**src/rtl/dc_fifo_pkg.sv**
```systemverilog
// rtl/dc_fifo_pkg.sv - constants shared by the source and destination halves of the token-ring FIFO
package dc_fifo_pkg;

  localparam int DEFAULT_BUFFER_WIDTH = 8;

  // Both domains start with bit 0 set; sliced down to the actual buffer width by users.
  localparam int MAX_TOKEN_WIDTH = 64;
  localparam logic [MAX_TOKEN_WIDTH-1:0] TOKEN_RESET = 64'h1;

endpackage

```
**src/rtl/dc_synchronizer.sv**
```systemverilog
// rtl/dc_synchronizer.sv - two-flop synchronizer for a one-hot pointer crossing clock domains
module dc_synchronizer #(
  parameter int               WIDTH       = 1,
  parameter logic [WIDTH-1:0] RESET_VALUE = '0
) (
  input  logic             clk_i,
  input  logic             rstn_i,
  input  logic [WIDTH-1:0] d_i,
  output logic [WIDTH-1:0] q_o
);

  logic [WIDTH-1:0] meta;

  always_ff @(posedge clk_i or negedge rstn_i) begin
    if (!rstn_i) begin
      meta <= RESET_VALUE;
      q_o  <= RESET_VALUE;
    end else begin
      meta <= d_i;
      q_o  <= meta;
    end
  end

endmodule

```
**src/rtl/dc_token_ring_fifo_src.sv**
```systemverilog
// rtl/dc_token_ring_fifo_src.sv - source half of a dual-clock FIFO using a rotating one-hot write token
module dc_token_ring_fifo_src
  import dc_fifo_pkg::*;
#(
  parameter int DATA_WIDTH   = 32,
  parameter int BUFFER_WIDTH = DEFAULT_BUFFER_WIDTH
) (
  input  logic                               clk_i,
  input  logic                               rstn_i,
  input  logic [DATA_WIDTH-1:0]              data_i,
  input  logic                               valid_i,
  output logic                               ready_o,
  output logic [BUFFER_WIDTH-1:0]            write_token_o,
  input  logic [BUFFER_WIDTH-1:0]            read_pointer_i,
  output logic [BUFFER_WIDTH*DATA_WIDTH-1:0] data_async_o
);

  localparam logic [BUFFER_WIDTH-1:0] TOKEN_INIT = TOKEN_RESET[BUFFER_WIDTH-1:0];

  logic [BUFFER_WIDTH-1:0] wt;
  logic [BUFFER_WIDTH-1:0] nt;
  logic [BUFFER_WIDTH-1:0] rp_sync;
  logic                    push;

  dc_synchronizer #(
    .WIDTH       (BUFFER_WIDTH),
    .RESET_VALUE (TOKEN_INIT)
  ) u_rp_sync (
    .clk_i  (clk_i),
    .rstn_i (rstn_i),
    .d_i    (read_pointer_i),
    .q_o    (rp_sync)
  );

  assign nt = {wt[BUFFER_WIDTH-2:0], wt[BUFFER_WIDTH-1]};

  // A pointer caught mid-transition (zero or two bits set) must never look writable.
  assign ready_o       = (rp_sync != '0) && ((rp_sync & nt) == '0);
  assign push          = valid_i && ready_o;
  assign write_token_o = wt;

  always_ff @(posedge clk_i or negedge rstn_i) begin
    if (!rstn_i) begin
      wt <= TOKEN_INIT;
    end else if (push) begin
      wt <= nt;
    end
  end

  always_ff @(posedge clk_i or negedge rstn_i) begin
    if (!rstn_i) begin
      data_async_o <= '0;
    end else if (push) begin
      for (int i = 0; i < BUFFER_WIDTH; i++) begin
        if (wt[i]) begin
          data_async_o[i*DATA_WIDTH +: DATA_WIDTH] <= data_i;
        end
      end
    end
  end

endmodule

```
**config.mk**
```make
export PLATFORM = sky130hd
export DESIGN_NAME = dc_token_ring_fifo_src
export DESIGN_NICKNAME = d
export VERILOG_FILES = /design/src/rtl/dc_fifo_pkg.sv /design/src/rtl/dc_synchronizer.sv /design/src/rtl/dc_token_ring_fifo_src.sv
export SDC_FILE = /design/constraint.sdc
export NUM_CORES = 1
export LEC_CHECK = 0
export CAP_MARGIN = 20
export CORE_MARGIN = 1.5
export CORE_UTILIZATION = 28
export DETAILED_ROUTE_END_ITERATION = 7
export PLACE_DENSITY = 0.5
export SYNTH_ARGS = -nofsm -noshare
export SYNTH_HDL_FRONTEND = slang
export SYNTH_SLANG_ARGS = --single-unit
```
**constraint.sdc**
```tcl
create_clock -name clk_i -period 3.46 [get_ports clk_i]
set_input_delay 0.692 -clock clk_i [delete_from_list [all_inputs] [get_ports clk_i]]
set_output_delay 0.692 -clock clk_i [all_outputs]
set_load 0.01 [all_outputs]
```
==> impl_metrics.yaml, run 1 <==
outcome:
  outcome: "completed"
die:
  die_area_um2: 38380
  die_h_um: 195.9
  core.rowCount: 70
  die_w_um: 195.9
  ios: 308
  core_area_um2: 36610
  start_util: 0.2847
yosys:
  yosysSeqAreaShare: 0.6727
  syn_avg_cell_area_um2: 17.51
  ys_warn_count: 0
  yosys.area.top_type: "dfrtp_1"
  synth_area_leaders: "dfrtp_1 67%, mux2_1 25%, mux2_2 2.6%"
  yosysTopAreaCellShare: 0.6651
  netlist_area_um2: 10420
  synth.distinct_cells: 17
  synth_nets: 638
  synth_seq_cells: 280
  netlist_instances: 595
routing:
  vias: 6270
  vias_per_cell: 4.437
  wire_per_inst_um: 20.46
  ant_nets: 0
  drc: 0
  first_pass_iters: 4
  wl_um: 28910
  dr.first_iter.drc_count: 164
timing:
  setup_viol: 0
  timing.final.crit_share: 0.9510
  slew_viol_final: 0
  skew_ns: 0.01337
  worstMarginPinSlew_ns: 0.9772
  post-route-min-period_ns: 3.290
  clock.fmax_ghz: 0.3039
  tns_ns: 0
  slew_headroom: 0.3473
  hold_viol: 0
  grt_setup_unrepaired: "no"
  worst_slack_ns: 0.1696
  whs_ns: 0.1692
worst_setup_path:
  regToRegStartpoint: "write_token_o[7]"
  regToRegSetupSlack_ns: 0.57
  reg2reg_depth: 5
  worst-setup-path-type: "reg -> out"
  cp_max_fo: 7
  crit_path_start_kind: "flip-flop"
  crit_required_ns: 2.77
  critPathArrivalTime_ns: 2.60
  r2r-end: "data_async_o[71]"
  cp-end-kind: "output port"
clock_network:
  cts.sinks: 280
  clock_path_buffers: 3
  path_clk_slew_ns: 0.06
  cts_setup_buffers: 0
  clock_latency_ns: 0.56
  cts_tree: "yes"
  cts-root-buf: "clkbuf_16"
  htree_levels: 1
  postCtsHoldBufs: 0
  cts_inserted_buffers: 31
  cts_resized: 0
global_route:
  antenna_found_initial: 0
  use_met3: 0.05811
  grt_pass1_vias: 6654
  met2_usage: 0.2382
  grt_pass1_wl_um: 44480
  grt-ovfl-total: 0
  met1_usage: 0.1994
  grt.busiest_layer: "met2"
  gr-usage-all-layers: 0.1527
  grt_max_degree: 92
pwr:
  pwr-share-clk: 0.468
  p_leak_nw: 7.345
  power_frac_seq: 0.506
  p_comb_frac: 0.026
  power_density_nw_per_um2: 433.2
  p_sw_frac: 0.2177
  vdd.ir_drop.worst_mv: 0.3685
  p_switching_mw: 1.416
  power.total_mw: 6.505
  power.internal_mw: 5.089
min_path:
  hp-class: "in -> async"
layout:
  drive_above_1_share: 0.1079
  areaGrowthSynthToFinish_pct: 44.07
  n_fill_cell: 3411
  n_antenna_cell: 0
  finalNetCount: 967
place:
  place_ws_ns: 0.3041
  io_buffers: 307
  hpwl_um: 19060
  gp_routability_congestion: 0.7195
job:
  max-cap-violations: 0
## through the flow
stage / instances / area, um2 / util
3_5_place_dp: 1359 / 14080 / 0.3847
2_1_floorplan: 595 / 10420 / -
4_1_cts: 1413 / 15010 / 0.4101
3_3_place_gp: 1359 / 14080 / 0.3847
6_report: 1413 / 15010 / 0.4101
5_1_grt: 1413 / 15010 / 0.4101
## power groups by stage
stage / logic, mW / clock network (mW) / registers (mW)
after CTS: 0.178 / 3.17 / 3.29
after detailed placement: 0.178 / 0 / 3.35
after global placement: 0.179 / 0 / 3.35
after global routing: 0.195 / 3.31 / 3.29
final: 0.169 / 3.04 / 3.29
after floorplan: 0.00483 / 0 / 3.35
## kinds of logic after synthesis
kind of cell,Yosys count,synth area share
multiplexers,256,0.2766
buffers and inverters,25,0.01381
flip-flops,280,0.6727
AND/OR/NAND/NOR,21,0.02221
AO/OA/AOI/OAI,13,0.01465
## synth_stat cells
cell and n:
a21bo_2 7, and2_1 7, nor4_1 2, buf_6 3
nand2_1 2, dfrtp_1 277, nand4_1 1, a22o_1 2
buf_2 22, a221oi_4 2, and3_1 2, a21oi_1 1
nand4_4 7, mux2_1 232, a21o_1 1, mux2_2 24
dfstp_2 3
## area by class of cell
cell class | instances | area (um2) | area share
clock buffers | 47 | 885.9 | 0.05900
clock inverters | 7 | 43.79 | 0.002917
multi-input cells | 290 | 3268 | 0.2177
flip-flops and latches | 280 | 7010 | 0.4669
well taps | 468 | 585.6 | 0.03900
repair buffers | 321 | 3221 | 0.2145
## metal layers
metal  routed length, um  part of all wire
met1               12730              0.44
met2               13100              0.45
met3                2394             0.083
met4                 688             0.024
met5                   0                 0
## how the worst max path moves through the flow
stage / endpoint / cells past startpoint / from
finish: ready_o / 4 / write_token_o[7]
global placement: data_async_o[149] / 4 / valid_i
detailed placement: data_async_o[150] / 4 / valid_i
floorplan: data_async_o[10] / 6 / write_token_o[4]
CTS: ready_o / 4 / write_token_o[7]
global route: ready_o / 4 / write_token_o[7]
## cell usage in the layout (no fill, tap or decap), types with 2 or more instances in the layout
cell type          n
a21bo_2            7
a221oi_4           2
a22o_1             2
and2_1             7
buf_12             3
buf_4             11
clkbuf_1          11
clkbuf_16         31
clkbuf_8           5
clkdlybuf4s50_1  306
clkinv_2           4
clkinvlp_4         2
dfrtp_1          277
dfstp_2            3
mux2_1           232
mux2_2            24
nand2_1            2
nand4_4            7
nor4_1             2
## registers in the layout, indices dropped and copies added, names as in the netlist
signal / cells
u_rp_sync.meta: 8
write_token_o: 8
data_async_o: 256
u_rp_sync.q_o: 8
## critical path: stages, from the launching register on
cell             delay [ns]
dfrtp_1                0.45
a22o_1                 0.26
a221oi_4               0.50
and3_1                 0.26
clkdlybuf4s50_1        0.55
Note: power is estimated with default switching activity, not from simulation.
==> run 2, diff against run 1 <==
--- a/config.mk
+++ b/config.mk
@@ -9,7 +9,7 @@
 export CORE_MARGIN = 1.5
 export CORE_UTILIZATION = 28
 export DETAILED_ROUTE_END_ITERATION = 7
-export PLACE_DENSITY = 0.5
+export PLACE_DENSITY_LB_ADDON = 0.08
 export SYNTH_ARGS = -nofsm -noshare
 export SYNTH_HDL_FRONTEND = slang
 export SYNTH_SLANG_ARGS = --single-unit
==> run 2 against run 1 <==
  * Critical path depth increased by 1
  * Setup slack improved by 0.16 ns
  * Flip-flop and latch count unchanged
==> impl_metrics.yaml, run 2 (synthesis gave the netlist of run 1 again) <==
global_route:
  grt_pass1_wl_um: 45710
  grt_max_degree: 69
  grt-ovfl-total: 0
  gr-usage-all-layers: 0.1582
  grt_pass1_vias: 6945
  antenna_found_initial: 1
layout:
  design_area_um2: 15260
  multiInputGateArea_um2: 3268
  regArea_um2: 7010
  utilization: 0.4167
  largest_reg_flops: 256
  n_fill_cell: 3431
  largest_register: "data_async_o"
  finalNetCount: 967
  mostFrequentLayoutCell: "clkdlybuf4s50_1"
  areaGrowthSynthToFinish_pct: 46.40
  drive_above_1_share: 0.1158
  layout_common_cells: "306 x clkdlybuf4s50_1, 277 x dfrtp_1, 232 x mux2_1, 36 x clkbuf_16, 24 x mux2_2"
  final_cells: 1419
place:
  io_buffers: 307
  gp_routability_congestion: 0.7000
  hpwl_um: 19180
  dp_cells: 1355
  placed_area_um2: 14070
  place_ws_ns: 0.3240
timing:
  skew_ns: 0.01567
  whs_ns: 0.1106
  worst_slack_ns: 0.3322
  tns_ns: 0
  timing.final.crit_share: 0.9040
  setup_viol: 0
  hold_viol: 0
  worstMarginPinSlew_ns: 0.9786
  clock.fmax_ghz: 0.3197
  slew_headroom: 0.3463
  slew_viol_final: 0
  grt_setup_unrepaired: "no"
  post-route-min-period_ns: 3.128
pwr:
  pwr-share-clk: 0.516
  power_frac_seq: 0.461
  power.total_mw: 7.148
  p_leak_nw: 7.465
  power_density_nw_per_um2: 468.5
  p_sw_frac: 0.2109
  vdd.ir_drop.worst_mv: 0.3127
  power.internal_mw: 5.641
  p_comb_frac: 0.024
  p_switching_mw: 1.508
clock_network:
  htree_levels: 2
  path_clk_slew_ns: 0.06
  cts.sinks: 280
  cts_setup_buffers: 0
  cts_inserted_buffers: 35
  cts_resized: 0
  postCtsHoldBufs: 0
  cts_tree: "yes"
  clock_path_buffers: 3
  cts-root-buf: "clkbuf_16"
  clock_latency_ns: 0.52
routing:
  vias_per_cell: 4.464
  wire_per_inst_um: 20.93
  drc: 0
  dr.first_iter.drc_count: 167
  vias: 6334
  first_pass_iters: 4
  wl_um: 29710
  ant_nets: 0
die:
  start_util: 0.2847
  die_h_um: 195.9
  ios: 308
  die_area_um2: 38380
  core.rowCount: 70
  die_w_um: 195.9
  core_area_um2: 36610
worst_setup_path:
  crit_required_ns: 2.77
  critPathArrivalTime_ns: 2.44
  cp-end-kind: "output port"
  reg2reg_depth: 5
  regToRegSetupSlack_ns: 0.75
  crit_path_start_kind: "flip-flop"
  cp_max_fo: 10
  worst-setup-path-type: "reg -> out"
outcome:
  outcome: "completed"
job:
  max-cap-violations: 0
min_path:
  hp-class: "in -> async"
-- run 2: final cells by class --
cell class,instances,share of cell area
diodes,1,0.0001640
clock buffers,55,0.07094
clock inverters,8,0.006889
multi-input cells,290,0.2142
flip-flops and latches,280,0.4595
well taps,468,0.03838
repair buffers,317,0.2099
-- run 2: power groups by stage --
| stage | registers, mW | logic [mW] | clock network (mW) |
|---|---|---|---|
| after CTS | 3.29 | 0.178 | 3.83 |
| after global routing | 3.29 | 0.194 | 3.98 |
| after global placement | 3.35 | 0.180 | 0 |
| after floorplan | 3.35 | 0.00483 | 0 |
| after detailed placement | 3.35 | 0.178 | 0 |
| final | 3.29 | 0.169 | 3.69 |
-- run 2: worst paths after layout --
check,startpoint,end
max,write_token_o[7],ready_o
max in group asynchronous,rstn_i,data_async_o[169]
max reg2reg,write_token_o[7],data_async_o[178]
min,rstn_i,data_async_o[141]
min reg2reg,u_rp_sync.meta[6],u_rp_sync.q_o[6]
min in group clk_i,u_rp_sync.meta[6],u_rp_sync.q_o[6]
-- run 2: layer usage --
layer,track usage,part of all wire,wire [um]
met1,0.2028,0.44,13060
met2,0.2487,0.46,13580
met3,0.06172,0.085,2525
met4,0.04274,0.018,539
met5,0,0,0
-- run 2: worst max-delay path: stages, from the launching register on --
cell	delay, ns
dfrtp_1	0.44
a22o_1	0.26
a221oi_4	0.18
buf_4	0.28
and3_1	0.19
clkdlybuf4s50_1	0.57
